$ cat src/rtl/pacman_map_writer_if.sv
// Request/response and map-RAM port bundle for the Pacman map writer.
// The slave side is the controller; the master side is game logic plus the RAM.
interface pacman_map_writer_if;
    logic         req_valid;
    logic         req_ready;
    logic [5:0]   req_row;
    logic [6:0]   req_col;
    logic [1:0]   req_op;
    logic         done;
    logic         was_set;
    logic         err;
    logic         ena;
    logic         wea;
    logic [5:0]   addra;
    logic [127:0] dina;
    logic [127:0] douta;

    modport master (
        output req_valid, req_row, req_col, req_op, douta,
        input  req_ready, done, was_set, err, ena, wea, addra, dina
    );

    modport slave (
        input  req_valid, req_row, req_col, req_op, douta,
        output req_ready, done, was_set, err, ena, wea, addra, dina
    );
endinterface

$ cat src/rtl/pacman_map_writer.sv
// Read-modify-write controller that updates one tile bit of a 128-bit map row
// and reports the tile's previous value for scoring.
module pacman_map_writer #(
    parameter int ROWS   = 64,
    parameter int RD_LAT = 1
) (
    input logic                clka,
    input logic                rsta,
    pacman_map_writer_if.slave bus
);
    typedef enum logic [2:0] {ST_IDLE, ST_RD, ST_WAIT, ST_WR, ST_FIN} state_t;

    localparam logic [1:0] OP_CLEAR  = 2'b00;
    localparam logic [1:0] OP_SET    = 2'b01;
    localparam logic [1:0] OP_TOGGLE = 2'b10;
    localparam logic [1:0] OP_QUERY  = 2'b11;

    state_t       state_q, state_d;
    logic [5:0]   row_q, row_d;
    logic [6:0]   col_q, col_d;
    logic [1:0]   op_q, op_d;
    logic [1:0]   cnt_q, cnt_d;
    logic [127:0] data_q, data_d;
    logic         was_set_q, was_set_d;
    logic         err_q, err_d;
    logic [5:0]   addra_q, addra_d;
    logic [127:0] dina_q, dina_d;

    logic         ena, wea, ready, done, was_set;
    logic [5:0]   addra;
    logic [127:0] dina;
    logic [127:0] mask;
    logic [127:0] modified;

    // Column 0 is the leftmost tile and lives in bit 127, so the bit index is ~col.
    assign mask = 128'(1) << (~col_q);

    always_comb begin
        case (op_q)
            OP_CLEAR:  modified = bus.douta & ~mask;
            OP_SET:    modified = bus.douta | mask;
            OP_TOGGLE: modified = bus.douta ^ mask;
            default:   modified = bus.douta;
        endcase
    end

    always_comb begin
        state_d   = state_q;
        row_d     = row_q;
        col_d     = col_q;
        op_d      = op_q;
        cnt_d     = cnt_q;
        data_d    = data_q;
        was_set_d = was_set_q;
        err_d     = 1'b0;
        ena       = 1'b0;
        wea       = 1'b0;
        addra     = addra_q;
        dina      = dina_q;
        ready     = 1'b0;
        done      = 1'b0;
        was_set   = was_set_q;

        case (state_q)
            ST_IDLE: begin
                ready = 1'b1;
                if (bus.req_valid) begin
                    row_d = bus.req_row;
                    col_d = bus.req_col;
                    op_d  = bus.req_op;
                    if (32'(bus.req_row) >= ROWS) begin
                        err_d = 1'b1;
                    end else begin
                        state_d = ST_RD;
                    end
                end
            end
            ST_RD: begin
                ena     = 1'b1;
                addra   = row_q;
                cnt_d   = 2'(RD_LAT - 1);
                state_d = (RD_LAT == 1) ? ST_WR : ST_WAIT;
            end
            ST_WAIT: begin
                cnt_d = cnt_q - 2'd1;
                if (cnt_q == 2'd1) begin
                    state_d = ST_WR;
                end
            end
            ST_WR: begin
                data_d = bus.douta;
                // A query still captures the row so FIN can report the bit.
                if (op_q != OP_QUERY) begin
                    ena   = 1'b1;
                    wea   = 1'b1;
                    addra = row_q;
                    dina  = modified;
                end
                state_d = ST_FIN;
            end
            ST_FIN: begin
                done      = 1'b1;
                was_set   = data_q[~col_q];
                was_set_d = data_q[~col_q];
                state_d   = ST_IDLE;
            end
            default: state_d = ST_IDLE;
        endcase

        addra_d = addra;
        dina_d  = dina;
    end

    always_ff @(posedge clka) begin
        if (rsta) begin
            state_q   <= ST_IDLE;
            row_q     <= '0;
            col_q     <= '0;
            op_q      <= '0;
            cnt_q     <= '0;
            data_q    <= '0;
            was_set_q <= 1'b0;
            err_q     <= 1'b0;
            addra_q   <= '0;
            dina_q    <= '0;
        end else begin
            state_q   <= state_d;
            row_q     <= row_d;
            col_q     <= col_d;
            op_q      <= op_d;
            cnt_q     <= cnt_d;
            data_q    <= data_d;
            was_set_q <= was_set_d;
            err_q     <= err_d;
            addra_q   <= addra_d;
            dina_q    <= dina_d;
        end
    end

    assign bus.req_ready = ready;
    assign bus.done      = done;
    assign bus.was_set   = was_set;
    assign bus.err       = err_q;
    assign bus.ena       = ena;
    assign bus.wea       = wea;
    assign bus.addra     = addra;
    assign bus.dina      = dina;
endmodule
$ cat src/flat_wrapper.sv
// flat-port wrapper written by rule: the top's interface ports become plain ports
module pacman_map_writer_flat 
#(
    parameter int ROWS   = 64,
    parameter int RD_LAT = 1
)
  (clka, rsta, bus_req_valid, bus_req_row, bus_req_col, bus_req_op, bus_douta, bus_req_ready, bus_done, bus_was_set, bus_err, bus_ena, bus_wea, bus_addra, bus_dina);
  pacman_map_writer_if bus_i ();
  input logic clka;
  input logic rsta;
  input wire logic [$bits(bus_i.req_valid)-1:0] bus_req_valid;
  input wire logic [$bits(bus_i.req_row)-1:0] bus_req_row;
  input wire logic [$bits(bus_i.req_col)-1:0] bus_req_col;
  input wire logic [$bits(bus_i.req_op)-1:0] bus_req_op;
  input wire logic [$bits(bus_i.douta)-1:0] bus_douta;
  output wire logic [$bits(bus_i.req_ready)-1:0] bus_req_ready;
  output wire logic [$bits(bus_i.done)-1:0] bus_done;
  output wire logic [$bits(bus_i.was_set)-1:0] bus_was_set;
  output wire logic [$bits(bus_i.err)-1:0] bus_err;
  output wire logic [$bits(bus_i.ena)-1:0] bus_ena;
  output wire logic [$bits(bus_i.wea)-1:0] bus_wea;
  output wire logic [$bits(bus_i.addra)-1:0] bus_addra;
  output wire logic [$bits(bus_i.dina)-1:0] bus_dina;
  assign bus_i.req_valid = bus_req_valid;
  assign bus_i.req_row = bus_req_row;
  assign bus_i.req_col = bus_req_col;
  assign bus_i.req_op = bus_req_op;
  assign bus_i.douta = bus_douta;
  assign bus_req_ready = bus_i.req_ready;
  assign bus_done = bus_i.done;
  assign bus_was_set = bus_i.was_set;
  assign bus_err = bus_i.err;
  assign bus_ena = bus_i.ena;
  assign bus_wea = bus_i.wea;
  assign bus_addra = bus_i.addra;
  assign bus_dina = bus_i.dina;
  pacman_map_writer #(.ROWS(ROWS), .RD_LAT(RD_LAT)) u_core (.clka(clka), .rsta(rsta), .bus(bus_i));
endmodule
$ cat config.mk
export PLATFORM = sky130hd
export DESIGN_NAME = pacman_map_writer_flat
export DESIGN_NICKNAME = d
export VERILOG_FILES = /design/src/rtl/pacman_map_writer_if.sv /design/src/rtl/pacman_map_writer.sv /design/src/flat_wrapper.sv
export SDC_FILE = /design/constraint.sdc
export NUM_CORES = 1
export LEC_CHECK = 0
export BUFFER_PORTS_ARGS = -buffer_cell sky130_fd_sc_hd__buf_2
export CAP_MARGIN = 15
export CORE_AREA = 2 2 232 234
export DETAILED_ROUTE_END_ITERATION = 12
export DIE_AREA = 0 0 234 236
export MAX_ROUTING_LAYER = met4
export PLACE_DENSITY = 0.58
export SLEW_MARGIN = 20
export SYNTH_ARGS = -nofsm -noshare
export SYNTH_HDL_FRONTEND = slang
export SYNTH_SLANG_ARGS = --single-unit
$ cat constraint.sdc
create_clock -name clka -period 3 [get_ports clka]
set_input_delay 0.3 -clock clka [delete_from_list [all_inputs] [get_ports clka]]
set_output_delay 0.3 -clock clka [all_outputs]
set_load 0.02 [all_outputs]
# After elaboration in Yosys (flattened, before gate mapping)
# Index checks and enable logic that the tools add are counted.
# op_classes
muxes	17
add_sub_neg	1
bitwise_logic	5
shifts	1
n_reduce_logical	5
n_eq_ne	10
order_cmp	1
# ops
cell	n
one-hot mux 128 bit (3 select lines)	1
2-to-1 mux 128 bit	2
bitwise AND 128 bit	1
NOT 128 bit	1
bitwise OR 128 bit	1
left shift 1 x 7 -> 128 bit (first input constant)	1
bitwise XOR 128 bit	1
one-hot mux 3 bit (4 select lines)	1
one-hot mux 6 bit (2 select lines)	1
< comparator 7 x 8 -> 1 bit (second input constant)	1
binary-select mux 1 bit (select 7 bit)	1
NOT 7 bit	1
equality test 3 x 2 -> 1 bit (second input constant)	2
2-to-1 mux 1 bit	6
2-to-1 mux 3 bit	2
2-to-1 mux 6 bit	1
equality test 2 x 1 -> 1 bit (second input constant)	2
inequality test 2 bit (second input constant)	2
one-hot mux 2 bit (2 select lines)	1
AND reduction 2 bit	2
equality test 3 x 1 -> 1 bit (second input constant)	1
equality test 3 bit (second input constant)	1
logical NOT 3 bit	1
equality test 2 bit (second input constant)	1
5 further kinds	5
# word_totals
ff_bits	283
in_bits	146
out_inout_bits	140

# Longest topological paths before layout
# Gate-level depths: netlist (run 1).
# depth
depth_word	7
mapped_depth	14
depth_no_buf	11

# Worst setup path after synthesis (run 1)
# OpenSTA, ideal clock, no wires.
# synth_path
path_type	register to output
startpoint	register u_core.col_q[0]
endpoint	output port bus_dina[36]
n_path_buf	4
arrival_time_ps	2495
stages_incl_launch_ff	12
required_ps	2700
setup_slack_ps	205
path_cell_list	dfxtp_1 buf_6 buf_6 buf_2 buf_2 nand2_1 nor2_1 nand2_1 ha_1 a211oi_1 a21oi_1 o21ai_0
# synth_between
elab_chain_cells	7
elab_cells_between_ends	9
classes_between	shift (1); mux (3); bitwise (5)
# synth_lines
element	line_no	text
start, declared	pacman_map_writer.sv:20	logic [6:0] col_q, col_d;
start signal, assigned	pacman_map_writer.sv:129	col_q <= col_d;
NOT 7 bit *	pacman_map_writer.sv:36	assign mask = 128'(1) << (~col_q);
left shift 1 x 7 -> 128 bit *	pacman_map_writer.sv:36	
NOT 128 bit	pacman_map_writer.sv:40	OP_CLEAR: modified = bus.douta & ~mask;
bitwise AND 128 bit	pacman_map_writer.sv:40	
one-hot mux 128 bit (3 select lines) *	pacman_map_writer.sv:39	case (op_q)
2-to-1 mux 128 bit *	pacman_map_writer.sv:93	if (op_q != OP_QUERY) begin
2-to-1 mux 128 bit *	pacman_map_writer.sv:64	case (state_q)
end, declared	flat_wrapper.sv:23	output wire logic [$bits(bus_i.dina)-1:0] bus_dina;
# Mark *: on every way between the ends. The rest lies on a longest branch, timed or not.

# Worst setup path in the final report (run 1)
# layout_path
startpoint	register u_core.col_q[1]
endpoint	output port bus_was_set
# layout_between
elab_chain_cells	4
# layout_lines
element	line_no	text
NOT 7 bit	pacman_map_writer.sv:103	was_set = data_q[~col_q];
binary-select mux 1 bit (select 7 bit)	pacman_map_writer.sv:103	
2-to-1 mux 1 bit (implied by the code)	pacman_map_writer.sv:103	
2-to-1 mux 1 bit	pacman_map_writer.sv:64	
end, declared	flat_wrapper.sv:18	output wire logic [$bits(bus_i.was_set)-1:0] bus_was_set;
# Every way passes these cells. The select of a mux whose other input is x is not followed.

==> metrics.md, run 1 <==
| Metric | Value |
|---|---|
| DR iter-0 viols | `1115` |
| Setup CP Type | `flop to primary output` |
| Initial antenna violation count | `6` |
| Worst r2r path cells | `5` |
| Post-synth EDFFs | `0` |
| Die ar. | `~55000 µm²` |
| Dpl cells | `3302` |
| Die Span Y | `236 µm` |
| Dpl hpwl | `between 40000 and 50000 µm` |
| TritonCTS Sinks | `approximately 280` |
| Post-Syn Nets | `approximately 2800` |
| Seq/Total Area, Yosys | `30.89%` |
| Routability congestion estimate from global placement | `about 0.86` |
| Max-slew violations | `0` |
| Yosys reg bits | `about 280` |
| Non-Filler Instances | `~3400` |
| Area delta synth->final | `32.03%` |
| Critical path peak fanout | `6` |
| Hold slack final | `between 0.015 and 0.02 ns` |
| CTS max path bufs | `3` |
| MaxCap Viol Count | `0` |
| Die Wd | `around 230 µm` |
| Largest cells by area after synthesis | `dfxtp_1 31%, ha_1 18%, nand2_1 14%` |
| DRT Pass-1 Iters | `5` |
| CP endpoint kind | `primary output` |
| TritonCTS Buffers | `37` |
| Pre-CTS setup slack | `0.1789 ns` |
| Netlist cell types | `between 50 and 60` |
| WL final | `between 60000 and 70000 µm` |
| Critical Path Start | `u_core.col_q[1]$_SDFFE_PP0P_` |
| Grt total ovfl | `0` |
| Area leader, netlist | `dfxtp_1` |
| Clk root buf | `clkbuf_16` |
| Clock Latency Late Sink | `roughly 0.56 ns` |
| Clock skew | `about 0.013 ns` |
| Global-route wire length before repair | `roughly 96000 µm` |
| Critical path data required time | `around 2.7 ns` |
| Min Tclk post-route | `roughly 3 ns` |
| Top FF cell, synth | `dfxtp_1` |
| Fill count | `5248` |
| CP startpoint kind | `flop` |
| Vias/cell | `about 5.0` |
| Pin count of the biggest net entering global routing | `about 120` |
| Syn Inst Count | `2424` |
| Final Hold Viols | `0` |
| Antenna-violating nets left | `0` |
| Area after DPL | `a little over 20000 µm²` |
| WL/cell | `roughly 19 µm` |
| Via count | `17370` |
| Design Area, Final | `roughly 24000 µm²` |
| Syn Area/Cell | `7.567 µm²` |
| Status | `finished with violations` |
| Clock Pin Slew Worst Setup and Hold Paths | `approximately 0.060 ns` |
| Measured slew at the worst slew-check pin | `0.7637 ns` |
| Fin crit share | `101.5%` |
| Total GRT Usage | `a little under a quarter` |
| VDD IR-drop max | `around 0.00046 V` |
| Synth Cell Area | `roughly 18000 µm²` |
| RR Endpoint | `u_core.data_q[46]$_SDFFE_PP0P_` |
| Slew HR | `between 40% and 50%` |
| TritonCTS clock tree | `built` |
| Hold Path Depth | `3` |
| H-tree levels | `2` |
| Vias in the first global route | `between 15000 and 20000` |
| Initial core utilization | `around 35%` |
| Hold Crit Class | `input pin to flop` |
| Core Rows | `85` |
| Yosys warning total | `0` |
| Top-count cell post-synth | `nand2_1` |
| Endpoints failing setup | `1` |
| Yosys top cell area share | `30.89%` |
| F_max | `roughly 330 MHz` |
| # nets final | `approximately 3100` |
| Final WS setup | `-0.04476 ns` |
| Failing checks | `negative setup slack` |
| DR DRC count | `0` |
| RSZ-0062 raised after global routing | `yes` |
| Leakage power | `0.01021 µW` |
| Share of cells above drive strength 1 | `a little over a quarter` |
| Power Density | `481.9 nW/µm²` |
| CP endpoint | `bus_was_set` |
| I/O Pins | `between 200 and 300` |
| Worst R2R Start | `u_core.state_q[0]$_SDFFE_PP0P_` |
| Setup TNS | `-0.04476 ns` |
| R2R Setup Slk | `roughly 0.45 ns` |
| Critical path arrival | `2.74 ns` |
| Synth cell count leaders | `680 x nand2_1, 283 x dfxtp_1, 257 x ha_1, 233 x a21oi_1, 175 x inv_1` |
| Core ar. | `about 53000 µm²` |
| IO buf count | `~280` |
| Synth async-reset ratio | `0%` |
[worst min-delay path by stage]
stage	start	endpoint	slack [ns]
floorplan	u_core.data_q[47]$_SDFFE_PP0P_	u_core.data_q[47]$_SDFFE_PP0P_	0.43
detailed placement	u_core.data_q[99]$_SDFFE_PP0P_	u_core.data_q[99]$_SDFFE_PP0P_	0.45
global placement	u_core.data_q[99]$_SDFFE_PP0P_	u_core.data_q[99]$_SDFFE_PP0P_	0.44
CTS	bus_douta[114]	u_core.data_q[114]$_SDFFE_PP0P_	0.00003
finish	bus_req_op[0]	u_core.op_q[0]$_SDFFE_PP0P_	0.02
global route	bus_douta[60]	u_core.data_q[60]$_SDFFE_PP0P_	0.02
[layout by cell type (no fill, tap or decap), types with 7 or more instances in the layout]
cell type and count:
nand2_1 627, dfxtp_1 273, a21oi_1 221, ha_1 215, buf_2 194, inv_1 171
nor2b_1 138, buf_4 137, o21ai_1 101, nor2_1 83, mux2i_1 58, a211oi_2 51
clkbuf_16 41, nand2_2 38, a211oi_1 36, buf_6 34, dlygate4sd3_1 31, ha_2 29
mux4_2 25, nor2_2 20, buf_12 19, o21ai_2 14, o21ai_0 13, ha_4 13
a21oi_2 12, nand2_4 10, dfxtp_4 8, clkinv_2 7
[metrics by stage]
stage	utilization, %	total power, µW
2_1_floorplan	-	5647
3_3_place_gp	38.84	6471
3_5_place_dp	38.84	6525
4_1_cts	43.17	11520
5_1_grt	45.63	12180
6_report	45.63	11670
[where the power goes]
part           switching, µW  total (µW)  internal (µW)
Combinational           1740        2870           1130
Clock                   1850        4750           2910
Sequential               119        4050           3930
Total                   3710       11700           7960
[per-layer routing]
layer  vias up  wire length, µm  GRT usage, %
met5         -                0             -
met4         0             2038         6.732
met3       110             4258         4.594
met2       477            30840         37.58
met1      8275            27770         28.99
li1       8512                -             -
[timing repair]
item,CTS,global route
endpoints found under the setup margin,133,130
hold buffers,31,0
buffers inserted,13,22
endpoints found under the hold margin,31,0
gates cloned,2,3
pin swaps,28,109
resized for setup,159,307
[critical path, stage by stage (launching register included)]
cell and delay (ns):
dfxtp_4 0.37, buf_12 0.14, buf_16 0.14, mux4_2 0.55
a22oi_2 0.20, and3_1 0.18, o32ai_1 0.09, mux2i_1 0.22
nor2_2 0.11, buf_4 0.17
[cells by family (layout without fill, tap and decap cells)]
family          count (synthesis)  after routing  share of synthesized area [%]
simple gates                  966            966                          22.33
xor+xnor                        1              1                        0.04776
mux                            95             95                          6.951
compound gates                472            472                          14.58
buf+inv                       349            667                          7.640
flops                         283            283                          30.89
fa+ha+maj                     257            257                          17.53
other cells                     1              7                        0.02045
[area by class of cell]
class | count | area [µm²] | area share (%)
Antenna cell | 6 | 15.01 | 0.06200
Clock buffer | 46 | 1042 | 4.304
Clock inverter | 19 | 242.7 | 1.002
Inverter | 176 | 666.9 | 2.754
Multi-Input combinational cell | 1792 | 12390 | 51.18
Sequential cell | 283 | 5698 | 23.53
Tap cell | 696 | 870.8 | 3.596
Timing Repair Buffer | 426 | 3286 | 13.57
[sequential cells by signal (all words and copies together), names as in the netlist]
register and cells:
u_core.dina_q 128, u_core.data_q 128, u_core.state_q 3, u_core.op_q 2, u_core.row_q 6, u_core.col_q 7
u_core.cnt_q 2, u_core.addra_q 6, u_core.was_set_q 1
Note: power is estimated with default switching activity, not from simulation.
==> inputs of run 2 (changes only) <==
Settings changed: CORE_AREA 2 2 232 234 to 3 3 233 235, DIE_AREA 0 0 234 236 to 0 0 236 238.
==> run 2 against run 1 <==
  * The run still ends with negative setup slack left
  * Sequential power about the same
  * Routed wire length shrank 3.0%
  * Cell count about the same
  * Largest cell class unchanged
  * Critical endpoint unchanged
  * Total power decreased by 2.8%
  * Global-route usage decreased by 1.4 points
  * Combinational power is 2% lower
  * Clock power is 5.7% lower
  * Register-to-register slack worse by 0.40 ns
==> metrics.md, run 2 (synthesis results as in run 1) <==
| Metric | Value |
|---|---|
| F_max | `about 320 MHz` |
| WL/cell | `about 18 µm` |
| DR iter-0 viols | `a little over 1000` |
| Critical path peak fanout | `5` |
| Min Tclk post-route | `3.097 ns` |
| Critical path arrival | `about 2.8 ns` |
| Measured slew at the worst slew-check pin | `0.9570 ns` |
| Setup TNS | `-0.09659 ns` |
| Hold Path Depth | `3` |
| Grt total ovfl | `0` |
| Power Density | `about 480 nW/µm²` |
| Die Wd | `236 µm` |
| Routability congestion estimate from global placement | `approximately 0.9` |
| Dpl hpwl | `roughly 44000 µm` |
| Design Area, Final | `approximately 24000 µm²` |
| Hold Crit Class | `input pin to flop` |
| # nets final | `3125` |
| Vias in the first global route | `16290` |
| Clock skew | `about 0.02 ns` |
| Register area | `approximately 5700 µm²` |
| Clk root buf | `clkbuf_16` |
| Vias/cell | `between 5 and 6` |
| Antenna-violating nets left | `0` |
| Initial core utilization | `about a third` |
| Critical path data required time | `around 2.7 ns` |
| CTS max path bufs | `3` |
| Critical path, cell by cell | `buf_8, mux4_2, mux2_4, o31ai_4, o32ai_2, mux2i_2, nor2_2, buf_6` |
| VDD IR-drop max | `between 0.0003 and 0.0004 V` |
| Most frequent cells in the layout | `657 x nand2_1, 272 x dfxtp_1, 243 x ha_1` |
| Initial antenna violation count | `8` |
| TritonCTS Sinks | `between 200 and 300` |
| Area delta synth->final | `29.12%` |
| CP startpoint kind | `flop` |
| Die ar. | `roughly 56000 µm²` |
| Die Span Y | `~240 µm` |
| Core ar. | `~52000 µm²` |
| Clock Latency Late Sink | `approximately 0.55 ns` |
| RSZ-0062 raised after global routing | `yes` |
| Area of the multi-input gates | `between 10000 and 15000 µm²` |
| Setup CP Type | `flop to primary output` |
| Leakage power | `between 0.01 and 0.015 µW` |
| H-tree levels | `2` |
| Regs by FF count | `u_core.data_q x128, u_core.dina_q x128, u_core.col_q x7` |
| Endpoints failing setup | `1` |
| IO buf count | `between 200 and 300` |
| Via count | `~17000` |
| Total power | `11340 µW` |
| TritonCTS clock tree | `built` |
| Share of cells above drive strength 1 | `~24%` |
| Fill count | `about 5200` |
| DR DRC count | `0` |
| WL final | `62960 µm` |
| I/O Pins | `286` |
| Delay-heaviest family, CP | `multiplexers` |
| Finished Core Util | `a little under half` |
| CP endpoint kind | `primary output` |
| Pin count of the biggest net entering global routing | `roughly 110` |
| Fin crit share | `103.2%` |
| Final WS setup | `-0.09659 ns` |
| Most common cell after layout, fill and taps aside | `nand2_1` |
| Status | `finished with violations` |
| Hold slack final | `approximately 0.032 ns` |
| Max-slew violations | `0` |
| MaxCap Viol Count | `0` |
| Biggest cell delay along the critical path | `roughly 0.52 ns` |
| Global-route wire length before repair | `about 94000 µm` |
| Slew HR | `between 30% and 40%` |
| Critical-path top delay cell | `mux4_2` |
| Stages on worst setup path | `8` |
| Total GRT Usage | `between 20% and 30%` |
| CP Buf/Inv Count | `2` |
| TritonCTS Buffers | `37` |
| DRT Pass-1 Iters | `5` |
| Final Hold Viols | `0` |
| Clock Pin Slew Worst Setup and Hold Paths | `0.06 ns` |
| Area after DPL | `slightly above 20000 µm²` |
| Core Rows | `84` |
| Failing checks | `negative setup slack` |
| Worst r2r path cells | `16` |
[run 2: timing repair]
| item | 4_1_cts | 5_1_grt |
|---|---|---|
| resized for setup | 82 | 256 |
| setup endpoints to repair | 135 | 129 |
| gates cloned | 1 | 2 |
| pin swaps | 10 | 77 |
| setup buffers | 26 | 35 |
| hold buffers | 21 | 0 |
| endpoints found under the hold margin | 21 | 0 |
[run 2: final cells by class]
type	count	area share, %
clock inverters	13	0.7450
diodes	9	0.09510
well taps	688	3.635
repair buffers	432	13.77
multi-input cells	1792	50.53
inverters	176	2.800
clock buffers	49	4.354
flip-flops and latches	283	24.07
[run 2: power breakdown]
part | internal (µW) | switching (µW)
clock | 2750 | 1730
sequential | 3930 | 116
combinational | 1120 | 1690
total | 7800 | 3540
[run 2: stage by stage]
stage	instances	setup slack, ns
after floorplan	2424	0.2051
after global placement	3289	0.009027
after detailed placement	3289	-0.004169
after CTS	3398	-0.05580
after global routing	3441	-0.1916
final	3442	-0.09659
[run 2: worst paths after layout]
path / from / to / slack [ns]
setup / recovery: u_core.col_q[1]$_SDFFE_PP0P_ / bus_was_set / -0.1
hold / removal: bus_douta[104] / u_core.data_q[104]$_SDFFE_PP0P_ / 0.03
setup reg to reg: u_core.col_q[1]$_SDFFE_PP0P_ / u_core.was_set_q$_SDFF_PP0_ / 0.05
hold reg to reg: u_core.data_q[78]$_SDFFE_PP0P_ / u_core.data_q[78]$_SDFFE_PP0P_ / 0.45
[run 2: worst register-to-register path, cell delays in order (launching register included)]
cell	delay, ns
dfxtp_4	0.39
buf_4	0.16
buf_8	0.14
mux2i_1	0.15
a221o_1	0.39
o221a_1	0.26
o32ai_2	0.15
mux2i_2	0.13
buf_4	0.15
buf_4	0.12
buf_4	0.12
buf_4	0.12
buf_4	0.12
buf_4	0.12
buf_4	0.12
buf_4	0.13
nor3_2	0.11
[run 2: metal layers]
| metal | track usage, % | vias to the layer above | wire, µm |
|---|---|---|---|
| li1 | - | 8525 | - |
| met1 | 27.60 | 8172 | 27530 |
| met2 | 35.52 | 453 | 30200 |
| met3 | 3.907 | 101 | 3401 |
| met4 | 6.342 | 0 | 1816 |
| met5 | - | - | 0 |
